**src/rtl/sevseg_pkg.sv**
```systemverilog
// ============================================================================
// Module   : sevseg_pkg
// Brief    : Shared constants and types for the seven-segment scan driver.
// Revision : 1.0 - initial release
// ============================================================================
`default_nettype none

package sevseg_pkg;

    localparam logic [7:0] SEG_OFF = 8'hFF;

    // Active-low a..g patterns, entry 15 first so c_FONT[n] is the glyph for hex n.
    localparam logic [15:0][6:0] c_FONT = {
        7'h0E, 7'h06, 7'h21, 7'h46, 7'h03, 7'h08, 7'h18, 7'h00,
        7'h78, 7'h02, 7'h12, 7'h19, 7'h30, 7'h24, 7'h79, 7'h40
    };

    typedef enum logic [0:0] {
        GUARD = 1'b0,
        DRIVE = 1'b1
    } state_t;

endpackage

`default_nettype wire

```
**src/rtl/sevseg_font_dec.sv**
```systemverilog
// ============================================================================
// Module   : sevseg_font_dec
// Brief    : Combinational hex digit to active-low seven-segment decoder.
// Revision : 1.0 - initial release
// ============================================================================
`default_nettype none

module sevseg_font_dec
    import sevseg_pkg::*;
(
    input  logic [3:0] i_digit,
    output logic [6:0] o_seg
);

    always_comb begin
        o_seg = c_FONT[i_digit];
    end

endmodule

`default_nettype wire

```
**src/rtl/sevseg_scan_driver.sv**
```systemverilog
// ============================================================================
// Module   : sevseg_scan_driver
// Brief    : Time-multiplexed N-digit common-anode display driver with guard
//            gaps and tear-free frame updates. SEVSEG_LZ_BLANK_EN enables
//            leading-zero blanking.
// Revision : 1.0 - initial release
// ============================================================================
`default_nettype none

module sevseg_scan_driver
    import sevseg_pkg::*;
#(
    parameter int NUM_DIGITS   = 4,
    parameter int SLOT_CYCLES  = 50000,
    parameter int GUARD_CYCLES = 16
) (
    input  logic                    clk,
    input  logic                    rst,
    input  logic                    load,
    input  logic [4*NUM_DIGITS-1:0] value,
    input  logic [NUM_DIGITS-1:0]   dots,
    input  logic                    enable,
    output logic                    pending,
    output logic [7:0]              seg,
    output logic [NUM_DIGITS-1:0]   an
);

    localparam int CNT_W = $clog2(SLOT_CYCLES);
    localparam int IDX_W = (NUM_DIGITS > 1) ? $clog2(NUM_DIGITS) : 1;
    localparam logic [CNT_W-1:0] c_CNT_LAST = CNT_W'(SLOT_CYCLES - 1);
    localparam logic [CNT_W-1:0] c_GUARD    = CNT_W'(GUARD_CYCLES);
    localparam logic [IDX_W-1:0] c_IDX_LAST = IDX_W'(NUM_DIGITS - 1);

    logic [CNT_W-1:0]        r_cnt;
    logic [IDX_W-1:0]        r_idx;
    state_t                  r_state;
    logic [4*NUM_DIGITS-1:0] r_shown_val;
    logic [NUM_DIGITS-1:0]   r_shown_dots;
    logic [4*NUM_DIGITS-1:0] r_pend_val;
    logic [NUM_DIGITS-1:0]   r_pend_dots;
    logic                    r_pending;
    logic [7:0]              r_seg;
    logic [NUM_DIGITS-1:0]   r_an;

    logic                    w_wrap;
    logic                    w_apply;
    logic [CNT_W-1:0]        w_cnt_nxt;
    logic [IDX_W-1:0]        w_idx_nxt;
    state_t                  w_state_nxt;
    logic [3:0]              w_digit;
    logic                    w_dot;
    logic [6:0]              w_font;
    logic [6:0]              w_seg7;
    logic [7:0]              w_seg_nxt;
    logic [NUM_DIGITS-1:0]   w_an_nxt;

    // State follows the counter so GUARD always covers the first GUARD_CYCLES of a slot.
    always_comb begin
        w_wrap      = (r_cnt == c_CNT_LAST);
        w_cnt_nxt   = w_wrap ? '0 : r_cnt + CNT_W'(1);
        w_idx_nxt   = r_idx;
        if (w_wrap) begin
            w_idx_nxt = (r_idx == c_IDX_LAST) ? '0 : r_idx + IDX_W'(1);
        end
        w_state_nxt = (w_cnt_nxt < c_GUARD) ? GUARD : DRIVE;
        w_apply     = w_wrap && (r_idx == c_IDX_LAST) && r_pending;
    end

    always_comb begin
        w_digit = r_shown_val[{r_idx, 2'b00} +: 4];
        w_dot   = r_shown_dots[r_idx];
    end

    sevseg_font_dec u_font_dec (
        .i_digit (w_digit),
        .o_seg   (w_font)
    );

`ifdef SEVSEG_LZ_BLANK_EN
    logic [NUM_DIGITS-1:0] w_blank;
    logic                  w_zero_run;

    // A digit blanks only while everything from it upward is a dot-less zero.
    always_comb begin
        w_blank    = '0;
        w_zero_run = 1'b1;
        for (int k = NUM_DIGITS - 1; k >= 1; k--) begin
            w_zero_run = w_zero_run & (r_shown_val[4*k +: 4] == 4'h0) & ~r_shown_dots[k];
            w_blank[k] = w_zero_run;
        end
        w_seg7 = w_blank[r_idx] ? 7'h7F : w_font;
    end
`else
    always_comb begin
        w_seg7 = w_font;
    end
`endif

    always_comb begin
        w_an_nxt  = '1;
        w_seg_nxt = SEG_OFF;
        if ((r_state == DRIVE) && enable) begin
            w_an_nxt  = ~(NUM_DIGITS'(1) << r_idx);
            w_seg_nxt = {~w_dot, w_seg7};
        end
    end

    always_ff @(posedge clk) begin
        if (rst) begin
            r_cnt        <= '0;
            r_idx        <= '0;
            r_state      <= GUARD;
            r_shown_val  <= '0;
            r_shown_dots <= '0;
            r_pend_val   <= '0;
            r_pend_dots  <= '0;
            r_pending    <= 1'b0;
            r_seg        <= SEG_OFF;
            r_an         <= '1;
        end else begin
            r_cnt   <= w_cnt_nxt;
            r_idx   <= w_idx_nxt;
            r_state <= w_state_nxt;
            r_seg   <= w_seg_nxt;
            r_an    <= w_an_nxt;
            if (w_apply) begin
                r_shown_val  <= r_pend_val;
                r_shown_dots <= r_pend_dots;
                r_pending    <= 1'b0;
            end
            // A coincident load refills the pending slot after the old one was applied.
            if (load) begin
                r_pend_val  <= value;
                r_pend_dots <= dots;
                r_pending   <= 1'b1;
            end
        end
    end

    assign pending = r_pending;
    assign seg     = r_seg;
    assign an      = r_an;

endmodule

`default_nettype wire

```
**config.mk**
```make
export PLATFORM = sky130hd
export DESIGN_NAME = sevseg_scan_driver
export DESIGN_NICKNAME = d
export VERILOG_FILES = /design/src/rtl/sevseg_pkg.sv /design/src/rtl/sevseg_font_dec.sv /design/src/rtl/sevseg_scan_driver.sv
export SDC_FILE = /design/constraint.sdc
export NUM_CORES = 1
export LEC_CHECK = 0
export ABC_AREA = 1
export BUFFER_PORTS_ARGS = -buffer_cell sky130_fd_sc_hd__clkbuf_2
export CAP_MARGIN = 10
export CORE_ASPECT_RATIO = 2
export CORE_MARGIN = 2
export CORE_UTILIZATION = 60
export DETAILED_ROUTE_END_ITERATION = 6
export PLACE_DENSITY = 0.86
export RECOVER_POWER = 50
export SYNTH_ARGS = -nofsm -noshare
export SYNTH_HDL_FRONTEND = slang
export SYNTH_SLANG_ARGS = --single-unit
```
**constraint.sdc**
```tcl
create_clock -name clk -period 3.15 [get_ports clk]
set_input_delay 0.315 -clock clk [delete_from_list [all_inputs] [get_ports clk]]
set_output_delay 0.315 -clock clk [all_outputs]
set_load 0.01 [all_outputs]
```
Word level (Yosys, flattened, before mapping)
Memory sizes are Yosys's and may differ from the RTL's. A register that Yosys moved wholly into a read port is not among the register bits.
Cells that the tools add are included.

word-level totals
  latch bits = 0
  bits in writable memories = 0
  bits of input ports = 24
  output and inout port bits = 13
  word-level logic and storage cells = 36
  bits in registers = 72
  memories = 1
  ROM bits = 112

memory list
  memory           depth  bits a word  read ports  clocked after memory_dff  write ports  RTL line               text
  (no name shown)  16     7            1           1                         0            sevseg_font_dec.sv:16  o_seg = c_FONT[i_digit];

cells by class
  $add $sub $neg = 2
  $lt $le $gt $ge = 3
  reductions and logical operators = 5
  bitwise logic cells = 3
  $mul = 0
  eq/ne operators = 2
  muxes and demuxes = 8
  shift-type cells = 2
  div/mod/pow operators = 0

operators by type and width
  operator                 number
  $add A16 B1 Y16 const B  1
  $eq A16 B16 Y1 const B   1
  $lt A16 B5 Y1 const B    1
  $mux W16                 1
  $shiftx A16 B5 Y4        1
  $mux W7                  1
  $lt A4 B5 Y1 const B     1
  $mux W1                  4
  $not A4 Y4               1
  $shl A1 B2 Y4 const A    1
  $logic_and A1 B1 Y1      3
  $lt A2 B3 Y1 const B     1
  $add A2 B1 Y2 const B    1
  $bmux W1 S2              1
  $eq A2 B2 Y1 const B     1
  $mux W2                  1
  $not A1 Y1               2
  $reduce_bool A2 Y1       1
  $reduce_or A2 Y1         1

Logic depth before layout (Yosys ltp)
Gate-level depths: netlist (run 1).

  depth in word-level cells = 5
  depth in mapped cells = 12
  gate-level depth less buffers = 12

By module
A second synthesis (run 1) with hierarchy kept.

unflattened totals
  cell total of the unflattened synthesis = 463
  area, all modules = 3244.4 sq um

by module, submodules not included
  module              area each (sq um)  times used  cells an instance  seq. area each (sq um)
  sevseg_scan_driver  2975.4             1           413                1441.4
  sevseg_font_dec     269.0              1           50                 0.0

Least setup slack after synthesis (run 1)
Ideal clock, no wire load.

  kind = flip-flop to flip-flop
  from = reg r_idx[1]
  to = reg r_seg[3], in the netlist seg[3]
  data arrival time = 1.628 ns
  cell stages (with the launch flop) = 9
  required time = 3.027 ns
  path slack = 1.398 ns
  clock period less this slack = 1.752 ns
  library setup time = 0.123 ns
  buffers on the path = 0
  cell sequence = dfxtp_1 -> clkinv_1 -> a32oi_1 -> inv_1 -> ha_1 -> inv_1 -> a21oi_1 -> o21ai_0 -> nand3_1

between the ends
  longest elaborated chain between the ends = 1

ends and longest elaborated chain
  what                    RTL line                   text
  start, declared         sevseg_scan_driver.sv:35   logic [IDX_W-1:0] r_idx;
  start signal, assigned  sevseg_scan_driver.sv:122  r_idx <= w_idx_nxt;
  $shiftx A16 B5 Y4       sevseg_scan_driver.sv:70   w_digit = r_shown_val[{r_idx, 2'b00} +: 4];
  end, declared           sevseg_scan_driver.sv:42   logic [7:0] r_seg;

No other way between the ends.
A chain may end at the register's enable or synchronous reset.

Worst setup path after layout (run 1)
  from = reg r_idx[0]
  to = reg r_seg[3], in the netlist seg[3]

The elaborated chain is that of the path after synthesis.

==> results of run 1 <==
==> critical path, delay by kind of cell, from the launching register on <==
family                   cells  cell delay (ns)
AO/OA/AOI/OAI                3             0.62
buffers and inverters        3             0.55
adder cells (fa/ha/maj)      1             0.32
AND/OR/NAND/NOR              2             0.19
flip-flops                   1             0.43
==> per-stage QoR <==
step	std cells	power, uW	utilization (%)	worst slack (ns)
after global routing	519	1800	70.2	0.720
after detailed placement	503	1040	66.7	1.07
final	519	1760	70.2	0.959
after floorplan	422	1010	-	1.40
after global placement	503	1030	66.7	1.17
after CTS	519	1760	70.5	0.997
==> registers in the layout, summed over array words and instances, names as in the netlist <==
| name | flops |
|---|---|
| pending | 1 |
| r_state | 1 |
| r_shown_val | 16 |
| r_cnt | 16 |
| seg | 8 |
| r_pend_val | 16 |
| r_idx | 2 |
| r_pend_dots | 4 |
| an | 4 |
| r_shown_dots | 4 |
==> synthesized netlist by cell type (all sizes together) (2+ instances only) <==
master	count	area share, %
a211oi	20	7.8
a21oi	30	4.7
buf	7	1.4
clkbuf	10	1.2
dfxtp	72	45
ha	10	3.9
inv	53	6.2
nand2	74	8.6
nand3	26	4.0
nand4	5	0.97
nor2	67	7.8
nor3	3	0.47
nor3b	3	0.85
o211ai	2	0.47
o21ai	30	4.7
or2	2	0.39
==> worst paths after layout <==
| check | endpoint | slack, ns |
|---|---|---|
| hold reg to reg | r_cnt[0] | 0.47 |
| setup reg to reg | seg[3] | 0.96 |
| setup / recovery | seg[3] | 0.96 |
| hold / removal | r_pend_val[15] | 0.24 |
==> kinds of logic (layout without fill, tap and decap cells) <==
group	count (synthesis)	count (layout)	synth area share (%)
buf+inv	71	110	8.86
compound gates	87	87	18.8
fa+ha+maj	10	10	3.89
flops	72	72	44.8
simple gates	181	181	23.4
xor+xnor	1	1	0.272
==> area by class of cell <==
cell class / count / area, um2
Sequential cell: 72 / 1440
Multi-Input combinational cell: 279 / 1500
Clock buffer: 13 / 159
Clock inverter: 3 / 40.0
Inverter: 54 / 203
Fill cell: 423 / 1530
Tap cell: 58 / 72.6
Timing Repair Buffer: 40 / 194
==> per-layer routing <==
metal | track usage [%] | vias to the layer above
met2 | 49.5 | 91
met5 | 0 | -
met4 | 17.6 | 0
met1 | 24.0 | 1323
li1 | - | 1441
met3 | 6.97 | 37
==> cells in the final DEF, fill, tap and decap left out, types with 2 or more instances in the layout <==
cell type  count
nand3_1       26
o211ai_1       2
clkinv_2       2
o21ai_0       30
nand2_1       74
inv_1         52
clkbuf_1      15
dfxtp_1       72
ha_1          10
nor2_1        67
nor3b_1        2
clkbuf_8      11
or2_2          2
clkbuf_2      23
a21oi_1       30
buf_4          4
nand4_1        5
nor3_1         3
a211oi_2      20
==> power breakdown <==
group          leakage (uW)  internal, uW  switching (uW)
clock network      0.000103           407             330
logic              0.000798          27.0            51.9
registers          0.000587           932            7.82
total               0.00149          1370             390
==> qor.csv, run 1 <==
metric;value;unit
outcome;complete, no violations;
holdPathStages;3;
crit_fanout;14;
synth_edf_count;0;
syn_nets;456;
postSynthAreaPerCell;7.63;um2
rows;37;
clk_pin_slew;0.07;ns
core;0.00514;mm2
rsz0062_at_grt;false;
timing.rr.start;r_idx[0];
synth_seq_cells;72;
routedLengthMet1;2.70;mm
power_density;487;mW/mm2
worst_pin_slew;1.02;ns
cp-end-kind;flip-flop;
syn_inst;422;
routed_via_density;5.57;
hp-class;primary input to flip-flop;
clock_skew;0.00608;ns
crit_path_start;r_idx[0];
ys.flop_type;dfxtp_1;
relSlewSlack;32.0;%
fin_tns_setup;0;ns
reg2regPathDepth;9;
synth-async-reset-ratio;0;%
yosys_warnings;0;
period_needed;2.19;ns
fin_nets;490;
drt_iter0_markers;92;
diodes;0;
start_util;62.6;%
cts_hold_buffers;0;
io_buffer_count;36;
gp_congestion;0.922;
cp_common_cell;inv_1;
crit_required;3.45;ns
finalSetupViolCount;0;
syn2layout_area_growth;12.1;%
wl_met3;327;um
grt_pass1_vias;2818;
num_vias;2892;
cp-start-kind;flip-flop;
clockBufferDepth;2;
drt_first_pass_iters;4;
highest_layer;met4;
place_area;0.00343;mm2
cts.sinks;72;
hp-start;value[15];
wl_met2;4.03;mm
ant_nets;0;
htree_levels;3;
cap_viol_max_count;0;
critPathSlowestCell;dfxtp_1;
clock.fmax;456;MHz
critical_path.max_stage_delay;0.43;ns
synth_area;0.00322;mm2
chipHeight;108;um
dp.final_hpwl;5.31;mm
die_x;55.8;um
yosysSeqAreaShare;44.8;%
antenna_found_initial;0;
wirelength;7.44;mm
drc;0;
power_leakage;0.00149;uW
cts-root-buf;clkbuf_8;
grt_max_degree;42;
die-area;0.00600;mm2
yosysUniqueCellTypes;27;
ioPinCount;37;
ir_worst_vdd;434;uV
cts_made_buffers;9;
wl_per_cell;14.3;um
hold_slack;0.240;ns
design_area;0.00361;mm2
crit_path_cell_trace;inv_1 > nand2_1 > a32oi_1 > inv_1 > ha_1 > inv_1 > a21oi_1 > o21ai_0 > nand3_1;
postCtsSetupBuffers;0;
grt_first_pass_wirelength;12.0;mm
cts_tree;done;
crit_type;flip-flop to flip-flop;
worstPathArrival;2.49;ns
drive_gt1_share;14.1;%
track_usage;26.4;%
gr-total-overflow;0;
slew_violations;0;
clk_latency;0.35;ns
period_share;69.6;%
cts.repair.resized;0;
hold_viol;0;
(Power assumes the default switching activity.)
==> inputs of run 2 (changes only) <==
--- a/config.mk
+++ b/config.mk
@@ -5,14 +5,14 @@
 export SDC_FILE = /design/constraint.sdc
 export NUM_CORES = 1
 export LEC_CHECK = 0
-export ABC_AREA = 1
+export ABC_AREA = 0
 export BUFFER_PORTS_ARGS = -buffer_cell sky130_fd_sc_hd__clkbuf_2
 export CAP_MARGIN = 10
 export CORE_ASPECT_RATIO = 2
 export CORE_MARGIN = 2
-export CORE_UTILIZATION = 60
+export CORE_UTILIZATION = 58
 export DETAILED_ROUTE_END_ITERATION = 6
-export PLACE_DENSITY = 0.86
+export PLACE_DENSITY = 0.83
 export RECOVER_POWER = 50
 export SYNTH_ARGS = -nofsm -noshare
 export SYNTH_HDL_FRONTEND = slang
==> constraint.sdc (replaced) <==
create_clock -name clk -period 2.2 [get_ports clk]
set_input_delay 0.22 -clock clk [delete_from_list [all_inputs] [get_ports clk]]
set_output_delay 0.22 -clock clk [all_outputs]
set_load 0.01 [all_outputs]
==> run 2 against run 1 <==
  * Total power grew 69%
  * Clock power grew 100%
  * Die area grew 6.0%
  * Sequential share of layout area shrank 1.8 points
  * Synthesized cell count shrank 17%
  * Global-route usage shrank 3.0 points
  * Sequential power grew 44%
  * Cell count shrank 14%
  * Combinational power grew 32%
  * Non-clock buffer count grew 3
  * Routed wire length shrank 7.1%
  * Worst hold slack lost 0.12 ns
  * Critical path type unchanged
==> qor.csv, run 2 <==
metric;value;unit;change
routed_via_density;5.83;;was 5.57
cp-start-kind;flip-flop;;unchanged
synth_top_area_cell;dfxtp_1;;unchanged
clk_latency;0.34;ns;was 0.35 ns
die_x;57.4;um;was 55.8 um
cp-end-kind;flip-flop;;unchanged
crit_fanout;5;;was 14
drt_first_pass_iters;4;;unchanged
hold_viol;0;;unchanged
gp_congestion;0.871;;was 0.922
cts.sinks;72;;unchanged
synth_area_leaders;dfxtp_1, mux2i_1, nor2_1;;was dfxtp_1, nand2_1, nor2_1
grt_first_pass_wirelength;11.6;mm;was 12.0 mm
yosysSeqAreaShare;43.6;%;was 44.8%
wl_per_cell;15.4;um;was 14.3 um
top_regs;r_cnt: 16 flops, r_pend_val: 16 flops, r_shown_val: 16 flops;;unchanged
postSynthAreaPerCell;9.40;um2;was 7.63 um2
diodes;0;;unchanged
cts_tree;done;;unchanged
grt_max_degree;35;;was 42
critPathSlowestCell;nor3_1;;was dfxtp_1
wirelength;6.91;mm;was 7.44 mm
dp.final_hpwl;4.68;mm;was 5.31 mm
num_vias;2614;;was 2,892
clock.fmax;481;MHz;was 456 MHz
yosys_warnings;0;;unchanged
fin_tns_setup;0;ns;unchanged
synth_seq_cells;72;;unchanged
postCtsSetupBuffers;0;;unchanged
synth_area;0.00331;mm2;was 0.00322 mm2
finalSetupViolCount;0;;unchanged
syn_nets;386;;was 456
clock_skew;0.00595;ns;was 0.00608 ns
ir_worst_vdd;1140;uV;was 434 uV
syn2layout_area_growth;14.3;%;was 12.1%
relSlewSlack;2.76;%;was 32.0%
cts_hold_buffers;0;;unchanged
die-area;0.00636;mm2;was 0.00600 mm2
syn_inst;352;;was 422
crit_type;flip-flop to flip-flop;;unchanged
ioPinCount;37;;unchanged
synth_edf_count;0;;unchanged
worst_pin_slew;1.46;ns;was 1.02 ns
worstPathArrival;2.29;ns;was 2.49 ns
ant_nets;0;;unchanged
path_buf_inv;0;;was 3
yosysUniqueCellTypes;48;;was 27
slew_violations;0;;unchanged
clk_pin_slew;0.05;ns;was 0.07 ns
cts_made_buffers;9;;unchanged
io_buffer_count;36;;unchanged
outcome;complete, no violations;;unchanged
rsz0062_at_grt;false;;unchanged
fin_nets;417;;was 490
start_util;59.0;%;was 62.6%
path_delay_family;simple AND/OR/NAND/NOR gates;;was compound AO/OA/AOI/OAI gates
power_density;785;mW/mm2;was 487 mW/mm2
core;0.00561;mm2;was 0.00514 mm2
synth_common_cells;dfxtp_1, nor2_1, nand2_1, mux2i_1, a21oi_2;;was nand2_1, dfxtp_1, nor2_1, inv_1
htree_levels;3;;unchanged
critical_path.max_stage_delay;0.42;ns;was 0.43 ns
clockBufferDepth;2;;unchanged
synth.most_common_cell;dfxtp_1;;was nand2_1
synth-async-reset-ratio;0;%;unchanged
antenna_found_initial;0;;unchanged
cap_viol_max_count;0;;unchanged
hp-class;primary input to flip-flop;;unchanged
cts-root-buf;clkbuf_16;;was clkbuf_8
rows;39;;was 37
period_share;94.5;%;was 69.6%
ys.flop_type;dfxtp_1;;unchanged
layout_common_cells;dfxtp_1, nor2_1, nand2_1;;was nand2_1, dfxtp_1, nor2_1
synth_top_area_share;43.6;%;was 44.8%
power_leakage;0.00139;uW;was 0.00149 uW
grt_pass1_vias;2563;;was 2,818
crit_path_cell_trace;ha_1 > nand4_1 > nor3_1 > mux2_2 > o21ai_0 > o2111ai_1;;was inv_1 > nand2_1 > a32oi_1 > inv_1 > ha_1 > inv_1 > a21oi_1 > o21ai_0 > nand3_1
period_needed;2.08;ns;was 2.19 ns
chipHeight;111;um;was 108 um
final_util;67.4;%;was 70.2%
crit_required;2.41;ns;was 3.45 ns
drc;0;;unchanged
drt_iter0_markers;151;;was 92
drive_gt1_share;23.3;%;was 14.1%
gr-total-overflow;0;;unchanged
track_usage;23.4;%;was 26.4%
final_common_cell;dfxtp_1;;was nand2_1
run 2: kinds of logic (layout without fill, tap and decap cells):
kind of cell,after synthesis,in the layout,share of synthesized area [%]
AND/OR/NAND/NOR,145,145,21.0
flip-flops,72,72,43.6
buffers and inverters,30,65,4.69
XOR/XNOR,16,16,4.23
adder cells (fa/ha/maj),10,10,3.78
multiplexers,32,32,11.6
AO/OA/AOI/OAI,47,47,11.1
run 2: worst paths after layout:
kind	start	endpoint	slack [ns]	cells after the start
max	r_cnt[0]	r_state	0.12	6
min	value[12]	r_pend_val[12]	0.12	3
min reg2reg	r_pend_val[15]	r_shown_val[15]	0.46	2
max reg2reg	r_cnt[0]	r_state	0.12	6
run 2: per-layer routing:
metal | routed length [um] | track usage [%] | vias up
met3 | 383 | 6.65 | 27
met4 | 257 | 13.2 | 0
li1 | - | - | 1263
met5 | 0 | 0 | -
met1 | 2810 | 26.8 | 1228
met2 | 3460 | 37.7 | 96
run 2: final cells by class:
cell class / instances / area [um2]
Clock buffer: 12 / 236
Timing Repair Buffer: 43 / 211
Tap cell: 61 / 76.3
Multi-Input combinational cell: 250 / 1720
Sequential cell: 72 / 1440
Clock inverter: 3 / 67.6
Fill cell: 450 / 1830
Inverter: 7 / 26.3
run 2: timing repair:
item	CTS	global route
gates resized for setup	0	4
hold endpoints to repair	0	0
setup endpoints to repair	0	2
run 2: tightest hold or removal path, cell delays in order:
cell and delay [ns]:
clkbuf_2 0.07, mux2i_1 0.05, nor2_1 0.07
run 2: power breakdown:
part | internal, uW | leakage [uW] | switching [uW]
sequential | 1330 | 0.000586 | 22.0
clock | 987 | 0.000143 | 524
combinational | 46.4 | 0.000664 | 57.3
total | 2370 | 0.00139 | 604
run 2: per-stage QoR:
stage | cells | power (uW) | hold WS [ns] | area (um2) | setup slack, ns
finish | 448 | 2970 | 0.124 | 3780 | 0.121
global route | 448 | 3040 | 0.131 | 3780 | 0.0155
CTS | 448 | 2980 | 0.116 | 3790 | 0.0586
detailed placement | 433 | 1490 | 0.452 | 3490 | 0.165
global placement | 433 | 1480 | 0.448 | 3490 | 0.285
floorplan | 352 | 1450 | 0.367 | 3310 | 0.117
